[config.mk]
export PLATFORM = sky130hd
export DESIGN_NAME = prog_loader
export DESIGN_NICKNAME = d
export VERILOG_FILES = /design/src/rtl/prog_loader.sv
export SDC_FILE = /design/constraint.sdc
export NUM_CORES = 1
export LEC_CHECK = 0
export CORE_UTILIZATION = 56
export DETAILED_ROUTE_END_ITERATION = 7
export PLACE_DENSITY = 0.91
export REMOVE_ABC_BUFFERS = 1
export SLEW_MARGIN = 15
export SYNTH_ARGS = -nofsm -noshare
export SYNTH_HDL_FRONTEND = slang
export SYNTH_SLANG_ARGS = --single-unit
[constraint.sdc]
create_clock -name clk -period 2.82 [get_ports clk]
set_input_delay 0.705 -clock clk [delete_from_list [all_inputs] [get_ports clk]]
set_output_delay 0.705 -clock clk [all_outputs]
set_load 0.01 [all_outputs]
[src/rtl/prog_loader.sv]
// prog_loader
// Receives a big-endian byte-stream program image and writes it into
// instruction memory as 16-bit words. The CPU is held in reset until a
// complete image with a matching checksum has been written.
//
// Stream layout: CNT_HI, CNT_LO (word count N), 2N data bytes (each word
// high byte first), then one checksum byte equal to the 8-bit sum of the
// data bytes.
//
// Ports:
//   clk        - system clock, rising edge
//   reset      - asynchronous active-high reset
//   start      - begin a load (honoured in IDLE, DONE, ERR)
//   abort      - return to IDLE from any state (wins over start)
//   in_data    - stream byte
//   in_valid   - in_data valid
//   in_ready   - loader accepts a byte this cycle
//   imem_we    - instruction memory write strobe (one cycle per word)
//   imem_addr  - word address of the write
//   imem_wdata - word data of the write
//   cpu_hold   - 1 keeps the CPU in reset
//   done       - image loaded and verified
//   error      - load failed (oversize count or bad checksum)
module prog_loader #(
  parameter int ADDR_W = 8
) (
  input  logic              clk,
  input  logic              reset,
  input  logic              start,
  input  logic              abort,
  input  logic [7:0]        in_data,
  input  logic              in_valid,
  output logic              in_ready,
  output logic              imem_we,
  output logic [ADDR_W-1:0] imem_addr,
  output logic [15:0]       imem_wdata,
  output logic              cpu_hold,
  output logic              done,
  output logic              error
);

  typedef enum logic [2:0] {
    S_IDLE,
    S_CNT_HI,
    S_CNT_LO,
    S_DAT_HI,
    S_DAT_LO,
    S_CHK,
    S_DONE,
    S_ERR
  } state_t;

  state_t              r_state;
  logic [15:0]         r_cnt;
  logic [ADDR_W:0]     r_wcnt;
  logic [7:0]          r_sum;
  logic [7:0]          r_hi;
  logic                r_we;
  logic [ADDR_W-1:0]   r_addr;
  logic [15:0]         r_wdata;
  logic                r_ready;
  logic                r_hold;
  logic                r_done;
  logic                r_error;

  state_t              w_state;
  logic [15:0]         w_cnt;
  logic [ADDR_W:0]     w_wcnt;
  logic [7:0]          w_sum;
  logic [7:0]          w_hi;
  logic                w_we;
  logic [ADDR_W-1:0]   w_addr;
  logic [15:0]         w_wdata;
  logic                w_ready;
  logic                w_hold;
  logic                w_done;
  logic                w_error;
  logic                w_xfer;
  logic [15:0]         w_n;
  logic                w_last;

  assign in_ready   = r_ready;
  assign imem_we    = r_we;
  assign imem_addr  = r_addr;
  assign imem_wdata = r_wdata;
  assign cpu_hold   = r_hold;
  assign done       = r_done;
  assign error      = r_error;

  always_comb begin
    w_state = r_state;
    w_cnt   = r_cnt;
    w_wcnt  = r_wcnt;
    w_sum   = r_sum;
    w_hi    = r_hi;
    w_we    = 1'b0;
    w_addr  = r_addr;
    w_wdata = r_wdata;
    w_xfer  = in_valid & r_ready;
    w_n     = {r_cnt[15:8], in_data};
    // Compare at 17 bits so a counter of ADDR_W+1 bits never truncates N.
    w_last  = (17'(r_wcnt) + 17'd1) == {1'b0, r_cnt};

    unique case (r_state)
      S_IDLE, S_DONE, S_ERR: begin
        if (start) begin
          w_state = S_CNT_HI;
          w_wcnt  = '0;
          w_sum   = '0;
        end
      end
      S_CNT_HI: begin
        if (w_xfer) begin
          w_cnt[15:8] = in_data;
          w_state     = S_CNT_LO;
        end
      end
      S_CNT_LO: begin
        if (w_xfer) begin
          w_cnt = w_n;
          if (w_n == 16'd0)
            w_state = S_CHK;
          else if ({1'b0, w_n} > (17'd1 << ADDR_W))
            w_state = S_ERR;
          else
            w_state = S_DAT_HI;
        end
      end
      S_DAT_HI: begin
        if (w_xfer) begin
          w_hi    = in_data;
          w_sum   = r_sum + in_data;
          w_state = S_DAT_LO;
        end
      end
      S_DAT_LO: begin
        if (w_xfer) begin
          w_sum   = r_sum + in_data;
          // Write issues from the output register on the next cycle, so the
          // stream keeps flowing one byte per clock.
          w_we    = 1'b1;
          w_addr  = r_wcnt[ADDR_W-1:0];
          w_wdata = {r_hi, in_data};
          w_wcnt  = r_wcnt + 1'b1;
          w_state = w_last ? S_CHK : S_DAT_HI;
        end
      end
      S_CHK: begin
        if (w_xfer)
          w_state = (in_data == r_sum) ? S_DONE : S_ERR;
      end
      default: w_state = S_IDLE;
    endcase

    // abort overrides everything, including a write scheduled for this edge.
    if (abort) begin
      w_state = S_IDLE;
      w_we    = 1'b0;
    end

    // Status outputs are registered copies of the decoded next state.
    w_ready = (w_state == S_CNT_HI) || (w_state == S_CNT_LO) ||
              (w_state == S_DAT_HI) || (w_state == S_DAT_LO) ||
              (w_state == S_CHK);
    w_done  = (w_state == S_DONE);
    w_error = (w_state == S_ERR);
    w_hold  = (w_state != S_DONE);
  end

  always_ff @(posedge clk or posedge reset) begin
    if (reset) begin
      r_state <= S_IDLE;
      r_cnt   <= '0;
      r_wcnt  <= '0;
      r_sum   <= '0;
      r_hi    <= '0;
      r_we    <= 1'b0;
      r_addr  <= '0;
      r_wdata <= '0;
      r_ready <= 1'b0;
      r_hold  <= 1'b1;
      r_done  <= 1'b0;
      r_error <= 1'b0;
    end else begin
      r_state <= w_state;
      r_cnt   <= w_cnt;
      r_wcnt  <= w_wcnt;
      r_sum   <= w_sum;
      r_hi    <= w_hi;
      r_we    <= w_we;
      r_addr  <= w_addr;
      r_wdata <= w_wdata;
      r_ready <= w_ready;
      r_hold  <= w_hold;
      r_done  <= w_done;
      r_error <= w_error;
    end
  end

endmodule

# Word-level counts from Yosys, hierarchy flattened
# Cells that the tools add are included.
op_classes:
  n_mux: 23
  bitwise_logic: 2
  n_reduce_logical: 16
  eq_ne: 20
  n_lt_le_gt_ge: 1
  addsub: 3
ops:
  columns: ["operator", "n"]
  rows:
  - ["$pmux 8 s2", 2]
  - ["$mux 3", 10]
  - ["$eq 3x3->1 const B", 8]
  - ["$mux 8", 3]
  - ["$mux 9", 2]
  - ["$pmux 3 s6", 1]
  - ["$pmux 9 s2", 1]
  - ["$eq 10x16->1", 1]
  - ["$gt 16x9->1 const B", 1]
  - ["$logic_not 16->1", 1]
  - ["$eq 3x2->1 const B", 4]
  - ["$add 9x1->10 const B", 1]
  - ["$add 9x1->9 const B", 1]
  - ["$reduce_and 3->1", 3]
  - ["$add 8x8->8", 1]
  - ["$eq 8x8->1", 1]
  - ["$eq 3x1->1 const B", 2]
  - ["$reduce_and 2->1", 3]
  - ["$logic_or 1x1->1", 4]
  - ["$mux 1", 4]
  - ["$ne 2x2->1 const B", 2]
  - ["$reduce_bool 2->1", 2]
  - ["$logic_not 3->1", 1]
  - ["$ne 3x3->1 const B", 1]
  - ["other kinds (5)", 5]
word_totals:
  word_cells: 78
  register_bits: 73
  output_inout_bits: 29

# Longest topological paths before layout
# Gate-level depths: netlist of run 1.
depth:
  word_depth: 11
  depth_mapped: 8
  mapped_depth_nobuf: 8

# Least setup slack after synthesis of run 1
# No wires, ideal clock.
synth_path:
  path_kind: "in2reg"
  start: "input port in_data[0]"
  end: "register r_sum[6]"
  setup_ns: 0.121
  arrival_time_ns: 2.126
  path_slack_ns: 0.573
  t_required_ns: 2.699
  stages: 8
  cell_sequence: "ha_1 > fa_1 > a21o_1 > a21oi_1 > o21bai_1 > a21oi_1 > xnor2_1 > a22o_1"
synth_via:
  elab_chain_cells: 3
synth_rtl:
  columns: ["element", "line", "text"]
  rows:
  - ["start: declaration", "31", "input logic [7:0] in_data,"]
  - ["$add 8x8->8", "132, 138", null]
  - ["$mux 8", "130, 137", null]
  - ["$pmux 8 s2", "104", "unique case (r_state)"]
  - ["end signal: assignment", "188", "r_sum <= w_sum;"]
  - ["end: declaration", "56", "logic [7:0] r_sum;"]
# Every way passes these cells. The select of a mux whose other input is x is not followed.
# A chain may end at the register's enable or synchronous reset.

# Worst setup path after layout of run 1
# Same ends and word-level chain as after synthesis.

==> results of run 1 <==
final cells by class:
class | count | area (um2)
flip-flops and latches | 73 | 1830
fillers | 427 | 1700
multi-input cells | 260 | 1640
repair buffers | 59 | 583
clock buffers | 9 | 124
well taps | 75 | 93.8
clock inverters | 6 | 68.8
inverters | 6 | 22.5
per-layer routing:
| layer | track usage [%] | up-vias | part of all wire [%] |
|---|---|---|---|
| met5 | 0 | - | 0 |
| met4 | 11.4 | 0 | 1.3 |
| met3 | 7.14 | 16 | 5.7 |
| met2 | 46.9 | 93 | 50 |
| met1 | 35.5 | 1409 | 43 |
| li1 | - | 1340 | - |
how the worst max path moves through the flow:
stage / depth (start not counted) / slack, ns / to / from
2_1_floorplan: 7 / -0.03 / in_ready / in_valid
3_3_place_gp: 9 / -0.02 / r_sum[6] / in_data[0]
3_5_place_dp: 9 / -0.12 / r_sum[6] / in_data[0]
4_1_cts: 9 / 0.25 / r_sum[6] / in_data[0]
5_1_grt: 9 / 0.05 / r_sum[7] / in_data[0]
6_report: 9 / 0.23 / r_sum[6] / in_data[0]
sequential cells by signal (all words and copies together) (netlist names):
signal / count
in_ready: 1
error: 1
r_hi: 8
r_sum: 8
imem_addr: 8
done: 1
imem_we: 1
r_cnt: 16
r_wcnt: 9
imem_wdata: 16
cpu_hold: 1
r_state: 3
power groups by stage:
stage	Combinational, W	Sequential (W)	Clock (W)
after floorplan	0.000884	0.00167	0
final	0.00154	0.00168	0.000821
after global routing	0.00170	0.00172	0.000877
after global placement	0.00145	0.00165	0
after detailed placement	0.00153	0.00168	0
after CTS	0.00154	0.00167	0.000838
worst max-delay path, stage by stage:
cell and delay, ns:
clkdlybuf4s50_1 0.52, ha_1 0.28, fa_1 0.40, a21o_1 0.17
a21oi_1 0.20, o21bai_1 0.09, a21oi_1 0.20, xnor2_1 0.09
a22o_1 0.18
cells in the mapped netlist (3+ instances only):
cell type and n:
nand3_1 7, inv_1 6, dfrtp_1 72, o21ai_0 14, xor2_1 6, nand2b_1 3, a21oi_1 10, and3_1 3
nor4_1 6, mux2_2 25, a22o_1 7, or3_1 4, a21o_1 3, o41ai_1 3, clkbuf_1 9, nand2_1 92
o31ai_1 4, ha_1 8, nor3_1 5, nor2_1 17, xnor2_1 14
metrics by stage:
| stage | std cells | hold WS, ns | util [%] |
|---|---|---|---|
| floorplan | 339 | 0.433 | - |
| global placement | 473 | 0.449 | 68.7 |
| detailed placement | 473 | 0.454 | 68.7 |
| CTS | 488 | 0.478 | 71.9 |
| global route | 488 | 0.494 | 71.9 |
| finish | 488 | 0.473 | 71.9 |
cells by family (layout without fill, tap and decap cells):
logic type               count (synthesis)  after routing
adder cells (fa/ha/maj)                  9              9
multiplexers                            26             26
AO/OA/AOI/OAI                           56             56
AND/OR/NAND/NOR                        149            149
XOR/XNOR                                20             20
flip-flops                              73             73
buffers and inverters                   23             80
==> reports/qor.csv, run 1 <==
metric;value;unit
die_w;82.2;um
cts_setup_buffers;0;
synth.ff_latch_count;73;
ant_nets;0;
clock_latency;0.36;ns
cts_tree;yes;
swShare;35.6;%
ir_drop;0.701;mV
synthAdderAreaFrac;3.34;%
synthXorXnorAreaFrac;4.87;%
antenna_found_initial;0;
synth-compound-area-share;10.6;%
cts_buffer_depth;2;
worst_pin_slew;0.603;ns
drcViolationCount;0;
num_io_pins;42;
mostFrequentLayoutCells;nand2_1, dfrtp_1, clkdlybuf4s50_1, mux2_2, nor2_1;
dp_hpwl;5.75;mm
die_area;6750;um2
cts-resized-gates;0;
whs_path_depth;2;
synthFlopType;dfrtp_1;
htreeDepth;3;
wl_per_cell;16.8;um
syn-instance-count;356;
p_sw;0.00144;W
clock-root-buffer;clkbuf_8;
viasPerCell;5.86;
vias;2858;
cts_sinks;73;
clk_pin_slew;0.08;ns
worst_slack;0.229;ns
finalWorstPathRequiredPeriod;2.59;ns
maxCapViolCount;0;
hold_buffers;0;
grt_usage;28.3;%
synthToLayoutAreaGrowth;21.1;%
avgSynthCellArea;10.1;um2
crit_path_start_kind;input pin;
port_buffers;41;
synth_edf_count;0;
final_common_cell;nand2_1;
seqPwrFrac;41.6;%
hp-start;r_hi[6];
synth_top_family_by_area;simple AND/OR/NAND/NOR gates;
yosysTopAreaCell;dfrtp_1;
max-slew-margin-rel;59.8;%
cp.arrival;2.83;ns
finalNetCount;431;
cp_max_fo;6;
core_area;6060;um2
worst_ep_required_time;3.06;ns
synth.area.top_cells;dfrtp_1, nand2_1, mux2_2;
reg2regPathDepth;7;
p_int;0.00260;W
p_per_area;926;nW/um2
ys_seq_area_share;50.8;%
numCtsBuffers;9;
reg2reg_from;r_wcnt[0];
grt_max_degree;32;
grt_pass1_wl;13.9;mm
wl;8.18;mm
outcome;complete, no violations;
combPwrFrac;38.1;%
critPathKind;input pin to flop;
fmax;386;MHz
synthSimpleGateAreaFrac;18.7;%
syn-cell-area;3600;um2
async_reset_ff_share;100;%
stdcell_area;4360;um2
fp-row-count;28;
finalSetupViolations;0;
drive_gt1_share;16.2;%
tns;0;ns
hold_path.class;flop to flop;
place_ws;-0.119;ns
initial_core_util;59.4;%
ys_types;55;
r2r_setup_slack;0.27;ns
grt_pass1_vias;2890;
detail_route.iter0.violations;279;
drt-pass1-iter-count;4;
hold-path-endpoint;imem_wdata[14];
place_area;4170;um2
place.gp.congestion;0.883;
period_share;91.9;%
p_leak;2.03;nW
hold_viol;0;
die_y;82.2;um
ys_warn_count;0;
p_clk_share;20.3;%
antenna_cells;0;
report.final.slew_viol_count;0;
timing.rr.end;cpu_hold;
clock_skew;0.0106;ns
rsz0062_at_grt;false;
grt-ovfl-total;0;
yosysTopAreaCellShare;50.1;%
power;0.00404;W
endpoint_kind;flop;
synthMuxAreaShare;8.10;%
Power figures use the tool's default switching activity.
==> run 2: changes to the inputs <==
==> constraint.sdc (replaced) <==
create_clock -name clk -period 2.82 [get_ports clk]
set_input_delay 0.705 -clock clk [delete_from_list [all_inputs] [get_ports clk]]
set_output_delay 0.705 -clock clk [all_outputs]
set_load 0.005 [all_outputs]
==> results of run 2 <==
Same layout as run 1 (identical final DEF). Status: complete, no violations.
Among the figures that moved: total power 0.00404 W -> 0.00398 W; worst IR drop on VDD 0.701 mV -> 0.682 mV
==> run 3: changes to the inputs <==
--- a/config.mk
+++ b/config.mk
@@ -7,8 +7,9 @@
 export LEC_CHECK = 0
 export CORE_UTILIZATION = 56
 export DETAILED_ROUTE_END_ITERATION = 7
+export GPL_TIMING_DRIVEN = 0
 export PLACE_DENSITY = 0.91
-export REMOVE_ABC_BUFFERS = 1
+export RECOVER_POWER = 25
 export SLEW_MARGIN = 15
 export SYNTH_ARGS = -nofsm -noshare
 export SYNTH_HDL_FRONTEND = slang
==> run 3 against run 2 <==
  * Fmax down 3.2%
  * Hold slack better by 0.0026 ns
  * Global-route usage is 1.9 points lower
  * Sequential share of layout area up 0.34 points
  * Combinational power barely moved
  * Clock power increased by 2%
  * Highest routed layer unchanged
  * Clock skew shrank 0.0019 ns
  * Total power is 0.70% lower
  * Routed wire length decreased by 0.71%
  * Non-clock buffer count is 1 lower
  * Worst setup slack worse by 0.085 ns
==> reports/qor.csv, run 3 (same netlist as run 1, synthesis figures left out) <==
metric;value;unit
n_fill_cell;449;
hold_buffers;0;
clock_skew;0.00877;ns
wl_per_cell;16.6;um
antenna_found_initial;0;
clock-root-buffer;clkbuf_8;
grt_pass1_vias;2744;
hp-start;imem_addr[6];
p_leak;2.00;nW
endpoint;r_sum[6];
num_io_pins;42;
hold_path.class;flop to flop;
detail_route.iter0.violations;329;
period_share;94.9;%
ant_nets;0;
ir_drop;0.628;mV
rsz0062_at_grt;false;
cp.arrival;2.93;ns
worst_pin_slew;0.894;ns
finalNetCount;430;
grt_pass1_wl;13.1;mm
p_per_area;915;nW/um2
dp_hpwl;5.69;mm
critPathKind;input pin to flop;
drive_gt1_share;14.0;%
port_buffers;40;
grt-ovfl-total;0;
syn_nets;378;
fin_util;71.3;%
fmax;374;MHz
outcome;complete, no violations;
clk_pin_slew;0.08;ns
antenna_cells;0;
crit_path_start_kind;input pin;
timing.rr.end;cpu_hold;
cts_setup_buffers;0;
power;0.00396;W
initial_core_util;59.4;%
worst_ep_required_time;3.07;ns
cts_buffer_depth;2;
finalSetupViolations;0;
synthToLayoutAreaGrowth;20.2;%
hold_viol;0;
grt_usage;26.4;%
r2r_setup_slack;0.27;ns
mostFrequentLayoutCells;nand2_1, dfrtp_1, clkdlybuf4s50_1, mux2_2, nor2_1;
place_area;4120;um2
drcViolationCount;0;
clock_latency;0.36;ns
finalWorstPathRequiredPeriod;2.68;ns
maxCapViolCount;0;
viasPerCell;5.87;
endpoint_kind;flop;
final_common_cell;nand2_1;
die_w;82.2;um
cts_sinks;73;
die_y;82.2;um
numCtsBuffers;9;
core_area;6060;um2
max-slew-margin-rel;40.1;%
cp_max_fo;6;
reg2reg_from;r_wcnt[0];
vias;2863;
place.gp.congestion;0.871;
reg2regPathDepth;8;
die_area;6750;um2
cts_tree;yes;
report.final.slew_viol_count;0;
wl;8.12;mm
htreeDepth;3;
grt_max_degree;56;
drt-pass1-iter-count;4;
crit_start;in_data[0];
stdcell_area;4320;um2
fp-row-count;28;
==> run 3: cell types whose count changed in the layout (fill, tap and decap cells not counted), moves of 2 or more <==
cell / change
buf_4: -14
clkdlybuf4s50_1: -3
buf_12: -3
clkbuf_1: +9
clkinv_4: -2
buf_6: +2
inv_6: +2
==> run 3: layout make-up <==
type | count | area (um2) | share of cell area [%]
Buffer | 17 | 109 | 2.52
Clock buffer | 9 | 124 | 2.86
Clock inverter | 7 | 76.3 | 1.77
Inverter | 6 | 23.8 | 0.550
Multi-Input combinational cell | 260 | 1640 | 37.9
Sequential cell | 73 | 1830 | 42.3
Tap cell | 75 | 93.8 | 2.17
Timing Repair Buffer | 41 | 430 | 9.95
==> run 3: critical path: stages <==
cell and delay (ns):
clkdlybuf4s50_1 0.54, ha_1 0.30, fa_1 0.41, a21o_1 0.17
a21oi_1 0.23, o21bai_1 0.10, a21oi_1 0.19, xnor2_1 0.08
a22o_1 0.18
==> run 3: metal layers <==
metal	track usage (%)	up-vias	part of all wire (%)
li1	-	1339	-
met1	34.5	1401	43
met2	41.7	104	49
met3	6.15	19	5.1
met4	12.6	0	2.5
met5	0	-	0
==> run 3: power breakdown <==
| part | internal (W) | switching (W) | total [W] |
|---|---|---|---|
| registers | 0.00139 | 0.000245 | 0.00163 |
| logic | 0.000756 | 0.000726 | 0.00148 |
| clock network | 0.000416 | 0.000423 | 0.000839 |
| total | 0.00256 | 0.00139 | 0.00396 |
==> run 3: how the worst min path moves through the flow <==
stage	endpoint	slack, ns	cells past startpoint
floorplan	imem_wdata[10]	0.43	2
global placement	imem_wdata[15]	0.44	2
detailed placement	imem_wdata[14]	0.46	2
CTS	imem_addr[2]	0.48	2
global route	imem_addr[7]	0.49	2
finish	imem_addr[6]	0.48	2
==> run 3: metrics by stage <==
step                setup slack, ns  setup TNS [ns]  hold WS [ns]  cells
finish                        0.143               0         0.475    488
CTS                          0.0683               0         0.482    488
global route                0.00421               0         0.494    488
floorplan                     0.263               0         0.433    356
detailed placement           -0.292           -3.76         0.457    472
global placement             -0.848          -63.37         0.443    471
==> run 3: timing repair <==
item | CTS | global route
resized for setup | 0 | 1
hold endpoints to repair | 0 | 0
endpoints found under the setup margin | 0 | 1
